`src/rtl/xor_stream_cipher.sv`:
```
// Streaming XOR cipher: loads a KEY_BITS key in LANES-bit chunks, then XORs a
// framed message stream against the repeating key, one chunk per enabled cycle.
module xor_stream_cipher #(
  parameter int KEY_BITS     = 32,
  parameter int LANES        = 1,
  parameter int MAX_MSG_BITS = 512
) (
  input  logic             clk,
  input  logic             rst_n,
  input  logic             ena,
  input  logic [LANES-1:0] data_in,
  input  logic             load_key,
  input  logic             load_msg,
  output logic [LANES-1:0] data_out,
  output logic             out_valid,
  output logic             out_start,
  output logic             out_end,
  output logic             key_ready,
  output logic             err
);

  localparam int KEY_CHUNKS = KEY_BITS / LANES;
  localparam int KCW        = $clog2(KEY_BITS + 1);
  localparam int MCW        = $clog2(MAX_MSG_BITS + 1);
  localparam int IDW        = (KEY_CHUNKS > 1) ? $clog2(KEY_CHUNKS) : 1;

  localparam logic [KCW-1:0] KEY_FULL = KCW'(KEY_BITS);
  localparam logic [KCW-1:0] KEY_STEP = KCW'(LANES);
  localparam logic [MCW-1:0] MSG_FULL = MCW'(MAX_MSG_BITS);
  localparam logic [MCW-1:0] MSG_STEP = MCW'(LANES);
  localparam logic [IDW-1:0] IDX_LAST = IDW'(KEY_CHUNKS - 1);

  logic [KEY_BITS-1:0] key_q, key_d;
  logic [KCW-1:0]      key_cnt_q, key_cnt_d;
  logic [IDW-1:0]      key_idx_q, key_idx_d;
  logic [MCW-1:0]      msg_cnt_q, msg_cnt_d;
  logic [LANES-1:0]    data_out_q, data_out_d;
  logic                out_valid_q, out_valid_d;
  logic                out_start_q, out_start_d;
  logic                out_end_q, out_end_d;
  logic                key_ready_q, key_ready_d;
  logic                err_q, err_d;
  logic                load_key_d_q, load_key_d_d;
  logic                load_msg_d_q, load_msg_d_d;
  logic                in_msg_q, in_msg_d;
  logic                hold_q, hold_d;

  logic [IDW-1:0]      idx_eff;
  logic [MCW-1:0]      cnt_eff;
  logic [LANES-1:0]    key_chunk;

  // Output contract: data_out is meaningful only while out_valid is high; there
  // is no backpressure, so every accepted input beat appears exactly one cycle later.
  always_comb begin
    key_d        = key_q;
    key_cnt_d    = key_cnt_q;
    key_idx_d    = key_idx_q;
    msg_cnt_d    = msg_cnt_q;
    data_out_d   = data_out_q;
    out_valid_d  = 1'b0;
    out_start_d  = 1'b0;
    out_end_d    = 1'b0;
    key_ready_d  = key_ready_q;
    err_d        = err_q;
    load_key_d_d = load_key_d_q;
    load_msg_d_d = load_msg_d_q;
    in_msg_d     = in_msg_q;
    hold_d       = hold_q;
    idx_eff      = key_idx_q;
    cnt_eff      = msg_cnt_q;
    key_chunk    = '0;

    if (ena) begin
      load_key_d_d = load_key;
      load_msg_d_d = load_msg;

      if (load_key) begin
        if (!load_key_d_q) begin
          key_d     = (key_q << LANES) | KEY_BITS'(data_in);
          key_cnt_d = KEY_STEP;
          err_d     = 1'b0;
        end else if (key_cnt_q != KEY_FULL) begin
          key_d     = (key_q << LANES) | KEY_BITS'(data_in);
          key_cnt_d = key_cnt_q + KEY_STEP;
        end
        key_ready_d = (key_cnt_d == KEY_FULL);
      end

      // A rising load_msg restarts the key rotation and the length count.
      if (load_msg && !load_msg_d_q) begin
        idx_eff = '0;
        cnt_eff = '0;
      end

      for (int i = 0; i < KEY_CHUNKS; i++) begin
        if (idx_eff == IDW'(i)) key_chunk = key_q[KEY_BITS-1-i*LANES -: LANES];
      end

      if (load_msg) begin
        if (load_key || !key_ready_q || hold_q) begin
          err_d = 1'b1;
          // Once a key load interrupts, the stream stays closed until load_msg drops.
          if (load_key) hold_d = 1'b1;
        end else begin
          data_out_d  = data_in ^ key_chunk;
          out_valid_d = 1'b1;
          out_start_d = (cnt_eff == '0);
          key_idx_d   = (idx_eff == IDX_LAST) ? '0 : idx_eff + 1'b1;
          msg_cnt_d   = cnt_eff + MSG_STEP;
          in_msg_d    = 1'b1;
          if (msg_cnt_d == MSG_FULL) hold_d = 1'b1;
        end
      end else begin
        hold_d = 1'b0;
      end

      if (in_msg_q && (!load_msg || load_key || hold_q)) begin
        out_end_d = 1'b1;
        in_msg_d  = 1'b0;
      end
    end
  end

  always_ff @(posedge clk or negedge rst_n) begin
    if (!rst_n) begin
      key_q        <= '0;
      key_cnt_q    <= '0;
      key_idx_q    <= '0;
      msg_cnt_q    <= '0;
      data_out_q   <= '0;
      out_valid_q  <= 1'b0;
      out_start_q  <= 1'b0;
      out_end_q    <= 1'b0;
      key_ready_q  <= 1'b0;
      err_q        <= 1'b0;
      load_key_d_q <= 1'b0;
      load_msg_d_q <= 1'b0;
      in_msg_q     <= 1'b0;
      hold_q       <= 1'b0;
    end else begin
      key_q        <= key_d;
      key_cnt_q    <= key_cnt_d;
      key_idx_q    <= key_idx_d;
      msg_cnt_q    <= msg_cnt_d;
      data_out_q   <= data_out_d;
      out_valid_q  <= out_valid_d;
      out_start_q  <= out_start_d;
      out_end_q    <= out_end_d;
      key_ready_q  <= key_ready_d;
      err_q        <= err_d;
      load_key_d_q <= load_key_d_d;
      load_msg_d_q <= load_msg_d_d;
      in_msg_q     <= in_msg_d;
      hold_q       <= hold_d;
    end
  end

  assign data_out  = data_out_q;
  assign out_valid = out_valid_q;
  assign out_start = out_start_q;
  assign out_end   = out_end_q;
  assign key_ready = key_ready_q;
  assign err       = err_q;

endmodule
```
`config.mk`:
```
export PLATFORM = sky130hd
export DESIGN_NAME = xor_stream_cipher
export DESIGN_NICKNAME = d
export VERILOG_FILES = /design/src/rtl/xor_stream_cipher.sv
export SDC_FILE = /design/constraint.sdc
export NUM_CORES = 1
export LEC_CHECK = 0
export ABC_AREA = 0
export CAP_MARGIN = 20
export CORE_MARGIN = 3
export CORE_UTILIZATION = 40
export DETAILED_ROUTE_END_ITERATION = 8
export SYNTH_ARGS = -nofsm -noshare
export SYNTH_HDL_FRONTEND = slang
export SYNTH_SLANG_ARGS = --single-unit
```
`constraint.sdc`:
```
create_clock -name clk -period 4.1 [get_ports clk]
set_input_delay 0.41 -clock clk [delete_from_list [all_inputs] [get_ports clk]]
set_output_delay 0.41 -clock clk [all_outputs]
set_load 0.01 [all_outputs]
```
* Yosys cells after proc, flatten, opt, wreduce, memory -nomap -nowiden
Cells that the tools add are included.
** Word-level totals
- Register bits after elaboration :: 63
- Bits of input ports :: 6
- Output and inout bits :: 6
- Word-level logic and storage cells :: 138
** Operators by class
- Add/sub/neg operators :: 3
- Equal/unequal tests :: 38
- Multiplexer cells :: 63
- Bitwise operators :: 3
- Reductions and logical operators :: 17
** Operator list (number)
- equality test 5 bit, second input constant :: 16
- 2-to-1 mux 32 bit :: 2
- 2-to-1 mux 1 bit :: 52
- equality test 5 x 4 -> 1 bit, second input constant :: 8
- OR 32 x 1 -> 32 bit :: 1
- 2-to-1 mux 6 bit :: 4
- equality test 5 x 3 -> 1 bit, second input constant :: 4
- 2-to-1 mux 10 bit :: 2
- 2-to-1 mux 5 bit :: 3
- AND reduction 3 bit :: 4
- adder 10 x 1 -> 10 bit, second input constant :: 1
- equality test 10 bit, second input constant :: 1
- equality test 5 x 2 -> 1 bit, second input constant :: 2
- logical NOT 10 bit :: 1
- adder 6 x 1 -> 6 bit, second input constant :: 1
- equality test 6 bit, second input constant :: 1
- inequality test 6 bit, second input constant :: 1
- adder 5 x 1 -> 5 bit, second input constant :: 1
- equality test 5 x 1 -> 1 bit, second input constant :: 1
- logical NOT 5 bit :: 1
- logical OR 1 bit :: 4
- inequality test 2 x 1 -> 1 bit, second input constant :: 2
- logical NOT 1 bit :: 3
- inequality test 3 x 1 -> 1 bit, second input constant :: 1
- other kinds (6) :: 7

* Depth between registers and ports, before layout
- Word-level depth :: 39
- Gate-level depth with buffers :: 16
- Gate-level depth less buffers :: 13

* Worst setup path before layout
OpenSTA, ideal clock, no wires.
- Path kind :: input -> register
- From :: input port load_msg
- To :: register data_out_q, in the netlist data_out
- Setup time :: 0.127 ns
- Arrival :: 2.842 ns
- Data required time :: 3.973 ns
- Path slack :: 1.131 ns
- Cell stages on the path :: 15
- Path buffers :: 4
- Path through :: nand2b_1 > buf_4 > buf_6 > clkbuf_1 > nand2_1 > ha_1 > clkbuf_1 > inv_1 > a2bb2oi_1 > nor2_1 > o32ai_1 > a221oi_2 > o211ai_2 > mux2i_1 > nand3_1
** On the way
- Cells in the longest elaborated chain, start to end :: 38
- Elaborated cells on any way between the ends :: 70
- Classes of those cells :: 31 x eq/ne; 35 x mux; 1 x bitwise; 3 x reduce/logical
** RTL lines
- start: declaration :: line 13 : input logic load_msg,
- logical AND 1 bit :: line 90 : if (load_msg && !load_msg_d_q) begin
- 2-to-1 mux 5 bit :: line 90
- 2-to-1 mux 5 bit :: line 73 : if (ena) begin
- logical NOT 5 bit :: line 96 : if (idx_eff == IDW'(i)) key_chunk = key_q[KEY_BITS-1-i*LANES -: LANES];
- 2-to-1 mux 1 bit (32 in a row) :: line 96
- 2-to-1 mux 1 bit :: line 73
- XOR 1 bit :: line 105 : data_out_d = data_in ^ key_chunk;
- end signal: assignment :: line 145 : data_out_q <= data_out_d;
- end: declaration :: line 37 : logic [LANES-1:0] data_out_q, data_out_d;
Parallel ways exist; a longest one is shown, timed or not. The select of a mux whose other input is x is not followed.
A chain may end at the register's enable or synchronous reset.

* Worst setup path in the final report
- From :: input port load_msg
- To :: register hold_q
** On the way
- Cells in the longest elaborated chain, start to end :: 7
- Elaborated cells on any way between the ends :: 9
- Classes of those cells :: 1 x add/sub; 3 x eq/ne; 3 x mux; 2 x reduce/logical
** RTL lines
- logical AND 1 bit :: line 90
- 2-to-1 mux 10 bit :: line 90
- 2-to-1 mux 10 bit :: line 73
- adder 10 x 1 -> 10 bit :: line 109 : msg_cnt_d = cnt_eff + MSG_STEP;
- equality test 10 bit :: line 111 : if (msg_cnt_d == MSG_FULL) hold_d = 1'b1;
- inequality test 3 x 1 -> 1 bit (no line)
- AND reduction 3 bit (no line)
- end signal: assignment :: line 154 : hold_q <= hold_d;
- end: declaration :: line 46 : logic hold_q, hold_d;
Parallel ways exist; a longest one is shown, timed or not. The select of a mux whose other input is x is not followed.

==> metrics.txt <==
# TYPE chip_impl_metric gauge
chip_impl_info{name="run_status",value="complete, no violations"} 1
chip_impl_metric{name="layout-drive-gt1-share",unit="%"} 9.21
chip_impl_metric{name="num_antenna_cells",unit=""} 0
chip_impl_metric{name="finalSetupViolCount",unit=""} 0
chip_impl_metric{name="arrival",unit="ns"} 3.47
chip_impl_metric{name="placed_cells",unit=""} 481
chip_impl_metric{name="route.layer.met1.wl",unit="um"} 4170
chip_impl_info{name="synthTopCellsByArea",value="sky130_fd_sc_hd__dfrtp_1 (44%), sky130_fd_sc_hd__nand2_1 (5.4%), sky130_fd_sc_hd__mux2_1 (5.4%)"} 1
chip_impl_metric{name="height_of_the_chip",unit="um"} 100
chip_impl_metric{name="setup-tns-final",unit="ns"} 0
chip_impl_metric{name="synthDistinctLibCells",unit=""} 60
chip_impl_metric{name="routedWlPerCell",unit="um"} 16.8
chip_impl_metric{name="ff2ff_setup_slack",unit="ns"} 1.13
chip_impl_metric{name="ys_warn_count",unit=""} 0
chip_impl_info{name="worst_setup_path_startpoint",value="load_msg"} 1
chip_impl_metric{name="synthMuxAreaShare",unit="%"} 9.38
chip_impl_info{name="critical_path.reg2reg.endpoint",value="hold_q"} 1
chip_impl_metric{name="routed_wirelength",unit="um"} 8340
chip_impl_metric{name="global_route_usage_over_all_layers",unit="%"} 17.7
chip_impl_metric{name="port_buffers",unit=""} 11
chip_impl_metric{name="detailroute.wirelength.met2",unit="um"} 3820
chip_impl_metric{name="cp.buffers_inverters",unit=""} 2
chip_impl_metric{name="post-cts-setup-buffers",unit=""} 0
chip_impl_metric{name="maxCapViolCount",unit=""} 0
chip_impl_metric{name="slowest_delay",unit="ns"} 0.56
chip_impl_metric{name="worstPathMaxFanout",unit=""} 11
chip_impl_info{name="top_post_synthesis_cells_by_count",value="sky130_fd_sc_hd__dfrtp_1 (63), sky130_fd_sc_hd__nand2_1 (51), sky130_fd_sc_hd__o21ai_0 (28)"} 1
chip_impl_metric{name="clk-insertion-delay-late",unit="ns"} 0.35
chip_impl_metric{name="placementRows",unit=""} 33
chip_impl_info{name="reg2reg_from",value="load_msg_d_q"} 1
chip_impl_metric{name="netlist_instances",unit=""} 385
chip_impl_metric{name="cts_inserted_buffers",unit=""} 9
chip_impl_metric{name="max_clock_buf_depth",unit=""} 2
chip_impl_metric{name="worstMarginPinSlew",unit="ns"} 1.03
chip_impl_metric{name="ys_async_sr_fraction",unit="%"} 100
chip_impl_info{name="path_class",value="primary input to flip-flop"} 1
chip_impl_metric{name="ys_seq_elements",unit=""} 63
chip_impl_info{name="synth_most_common_cell",value="sky130_fd_sc_hd__dfrtp_1"} 1
chip_impl_metric{name="clk_transition_reported_paths",unit="ns"} 0.07
chip_impl_info{name="crit_path_end_kind",value="flip-flop"} 1
chip_impl_metric{name="pin_count_of_the_biggest_net_entering_global_routing",unit=""} 36
chip_impl_metric{name="grt_pass1_vias",unit=""} 2706
chip_impl_metric{name="fin_nets",unit=""} 401
chip_impl_metric{name="postCtsResizedCells",unit=""} 0
chip_impl_metric{name="synthXorXnorAreaFrac",unit="%"} 0.984
chip_impl_info{name="critical-path-top-delay-family",value="simple AND/OR/NAND/NOR gates"} 1
chip_impl_info{name="setup_repair_after_global_routing_missed_its_margin",value="false"} 1
chip_impl_metric{name="core_area",unit="um^2"} 8420
chip_impl_metric{name="power_per_cell_area",unit="nW/um^2"} 438
chip_impl_metric{name="ioPinCount",unit=""} 12
chip_impl_info{name="cts_root_buf",value="sky130_fd_sc_hd__clkbuf_8"} 1
chip_impl_info{name="cts_tree",value="done"} 1
chip_impl_metric{name="final_area",unit="um^2"} 3910
chip_impl_metric{name="finalNonFillerCells",unit=""} 496
chip_impl_metric{name="cts_hold_buffers",unit=""} 0
chip_impl_metric{name="remaining_drc_errors",unit=""} 0
chip_impl_metric{name="floorplan.initialDensity",unit="%"} 42.3
chip_impl_info{name="topRoutingLayerUsed",value="met4"} 1
chip_impl_info{name="crit_slowest_cell",value="sky130_fd_sc_hd__nor3_1"} 1
chip_impl_metric{name="synth.net_count",unit=""} 399
chip_impl_metric{name="synth_top_cell_area_share",unit="%"} 44.3
chip_impl_metric{name="post_drt_via_cell_ratio",unit=""} 5.71
chip_impl_metric{name="htreeDepth",unit=""} 3
chip_impl_metric{name="drt.antenna.violating_nets",unit=""} 0
chip_impl_info{name="synth_top_family_by_area",value="compound AO/OA/AOI/OAI gates"} 1
chip_impl_metric{name="post_synth_fa_ha_maj_area_fraction",unit="%"} 2.81
chip_impl_metric{name="fp.dieW",unit="um"} 100
chip_impl_info{name="hold_class",value="primary input to asynchronous set/reset pin"} 1
chip_impl_metric{name="post-dp-hpwl",unit="um"} 5840
chip_impl_metric{name="synth_simple_gate_area_share",unit="%"} 18.4
chip_impl_metric{name="reg2reg_depth",unit=""} 10
chip_impl_metric{name="synth_compound_gate_area_share",unit="%"} 18.6
chip_impl_metric{name="clock_sinks",unit=""} 63
chip_impl_metric{name="synth-edff-count",unit=""} 0
chip_impl_metric{name="layout_min_cycle_time",unit="ns"} 3.19
chip_impl_metric{name="via_count",unit=""} 2833
chip_impl_info{name="critical_path.startpoint_type",value="primary input"} 1
chip_impl_metric{name="initial_antenna_violation_count",unit=""} 0
chip_impl_metric{name="timing.max_slew.rel_slack",unit="%"} 31.2
chip_impl_metric{name="die-area",unit="um^2"} 10100
chip_impl_info{name="synth_top_flop_cell",value="sky130_fd_sc_hd__dfrtp_1"} 1
chip_impl_metric{name="timing_max_transition_violations_final",unit=""} 0
chip_impl_metric{name="leakage",unit="nW"} 1.73
chip_impl_metric{name="hold_viol_final",unit=""} 0
chip_impl_metric{name="synthesis_to_finish_area_growth",unit="%"} 9.66
chip_impl_metric{name="routabilityCongestion",unit=""} 0.891
chip_impl_metric{name="firstDrtPassIters",unit=""} 4
chip_impl_info{name="crit_path_cell_chain",value="clkdlybuf4s50_1 -> nand2b_1 -> nand2_1 -> inv_1 -> ha_1 -> nand3_1 -> nor3_1 -> a31oi_1 -> a2111oi_0 -> a221oi_1 -> a21oi_1"} 1
chip_impl_metric{name="globalRouteOverflowTotal",unit=""} 0
chip_impl_metric{name="vdd.ir_drop.worst",unit="mV"} 0.249
chip_impl_metric{name="grt_first_pass_wirelength",unit="um"} 13900
chip_impl_metric{name="cp_data_required_time",unit="ns"} 4.37
chip_impl_metric{name="max_freq",unit="GHz"} 0.313
chip_impl_metric{name="met3RoutedLength",unit="um"} 242
chip_impl_metric{name="finalClockSkew",unit="ns"} 0.0117
chip_impl_info{name="synthDominantAreaCellType",value="sky130_fd_sc_hd__dfrtp_1"} 1
chip_impl_metric{name="syn-cell-area",unit="um^2"} 3560
chip_impl_metric{name="final_min_period_over_clock_period",unit="%"} 77.9
chip_impl_metric{name="place_area",unit="um^2"} 3730
chip_impl_metric{name="mean_post_synth_cell_area",unit="um^2"} 9.25
chip_impl_metric{name="synth-seq-area-share",unit="%"} 44.3
chip_impl_metric{name="drt-initial-drc-count",unit=""} 192
-- power by group --
group | internal (mW) | switching [mW] | total [mW]
clock network | 0.276 | 0.238 | 0.514
logic | 0.156 | 0.142 | 0.298
registers | 0.765 | 0.135 | 0.900
-- metal layers --
metal	GRT usage [%]	vias up
met1	25.4	1390
li1	-	1393
met3	3.54	9
met2	26.0	41
met5	0	-
met4	7.46	0
-- worst max-delay path by stage --
| stage | slack (ns) | to | cells after the start |
|---|---|---|---|
| floorplan | 1.13 | data_out | 15 |
| global placement | 0.67 | data_out | 12 |
| detailed placement | 0.61 | data_out | 12 |
| CTS | 0.98 | data_out | 12 |
| global route | 0.63 | hold_q | 11 |
| finish | 0.91 | hold_q | 11 |
-- logic make-up after synthesis --
logic type	count (synthesis)
AO/OA/AOI/OAI	101
XOR/XNOR	4
adder cells (fa/ha/maj)	8
buffers and inverters	45
flip-flops	63
multiplexers	30
AND/OR/NAND/NOR	134
-- cells in the final DEF, fill, tap and decap left out, types with 3 or more instances in the layout --
cell                               n
sky130_fd_sc_hd__mux2_1           17
sky130_fd_sc_hd__buf_4             6
sky130_fd_sc_hd__mux2_2           10
sky130_fd_sc_hd__o21ai_0          28
sky130_fd_sc_hd__dfrtp_1          63
sky130_fd_sc_hd__nor3_1           14
sky130_fd_sc_hd__nor2_1           16
sky130_fd_sc_hd__a22o_1            5
sky130_fd_sc_hd__nand2_1          51
sky130_fd_sc_hd__inv_1            19
sky130_fd_sc_hd__nor2b_1           3
sky130_fd_sc_hd__ha_1              8
sky130_fd_sc_hd__and3_1            4
sky130_fd_sc_hd__nand4_1           4
sky130_fd_sc_hd__a21oi_1          15
sky130_fd_sc_hd__o21ai_1           5
sky130_fd_sc_hd__a2111oi_0         4
sky130_fd_sc_hd__a31oi_1           9
sky130_fd_sc_hd__nand3_1          17
sky130_fd_sc_hd__clkdlybuf4s50_1  10
sky130_fd_sc_hd__clkbuf_8          9
sky130_fd_sc_hd__or4_1             3
sky130_fd_sc_hd__nand2b_1          5
sky130_fd_sc_hd__mux2i_1           3
sky130_fd_sc_hd__o22ai_1           3
sky130_fd_sc_hd__o211ai_1          5
sky130_fd_sc_hd__o31ai_1           4
-- sequential cells by signal, indices dropped and copies added (netlist names), 5 cells and up --
register	cells
key_cnt_q	6
key_idx_q	5
key_q	32
msg_cnt_q	10
-- final cells by class --
cell class / count / area (um^2)
well taps: 105 / 131
fillers: 844 / 4520
multi-input cells: 277 / 1800
repair buffers: 17 / 150
clock buffers: 11 / 131
clock inverters: 4 / 47.5
inverters: 19 / 71.3
flip-flops and latches: 63 / 1580
-- through the flow --
| stage | worst slack (ns) | total power, mW | hold WS [ns] | util (%) |
|---|---|---|---|---|
| detailed placement | 0.614 | 1.22 | 0.487 | 44.2 |
| global placement | 0.673 | 1.20 | 0.472 | 44.2 |
| global route | 0.634 | 1.83 | 0.157 | 46.4 |
| CTS | 0.975 | 1.73 | 0.136 | 46.4 |
| floorplan | 1.13 | 1.10 | 0.114 | - |
| finish | 0.908 | 1.71 | 0.105 | 46.4 |
No activity file was read; power rests on OpenSTA's default activity.
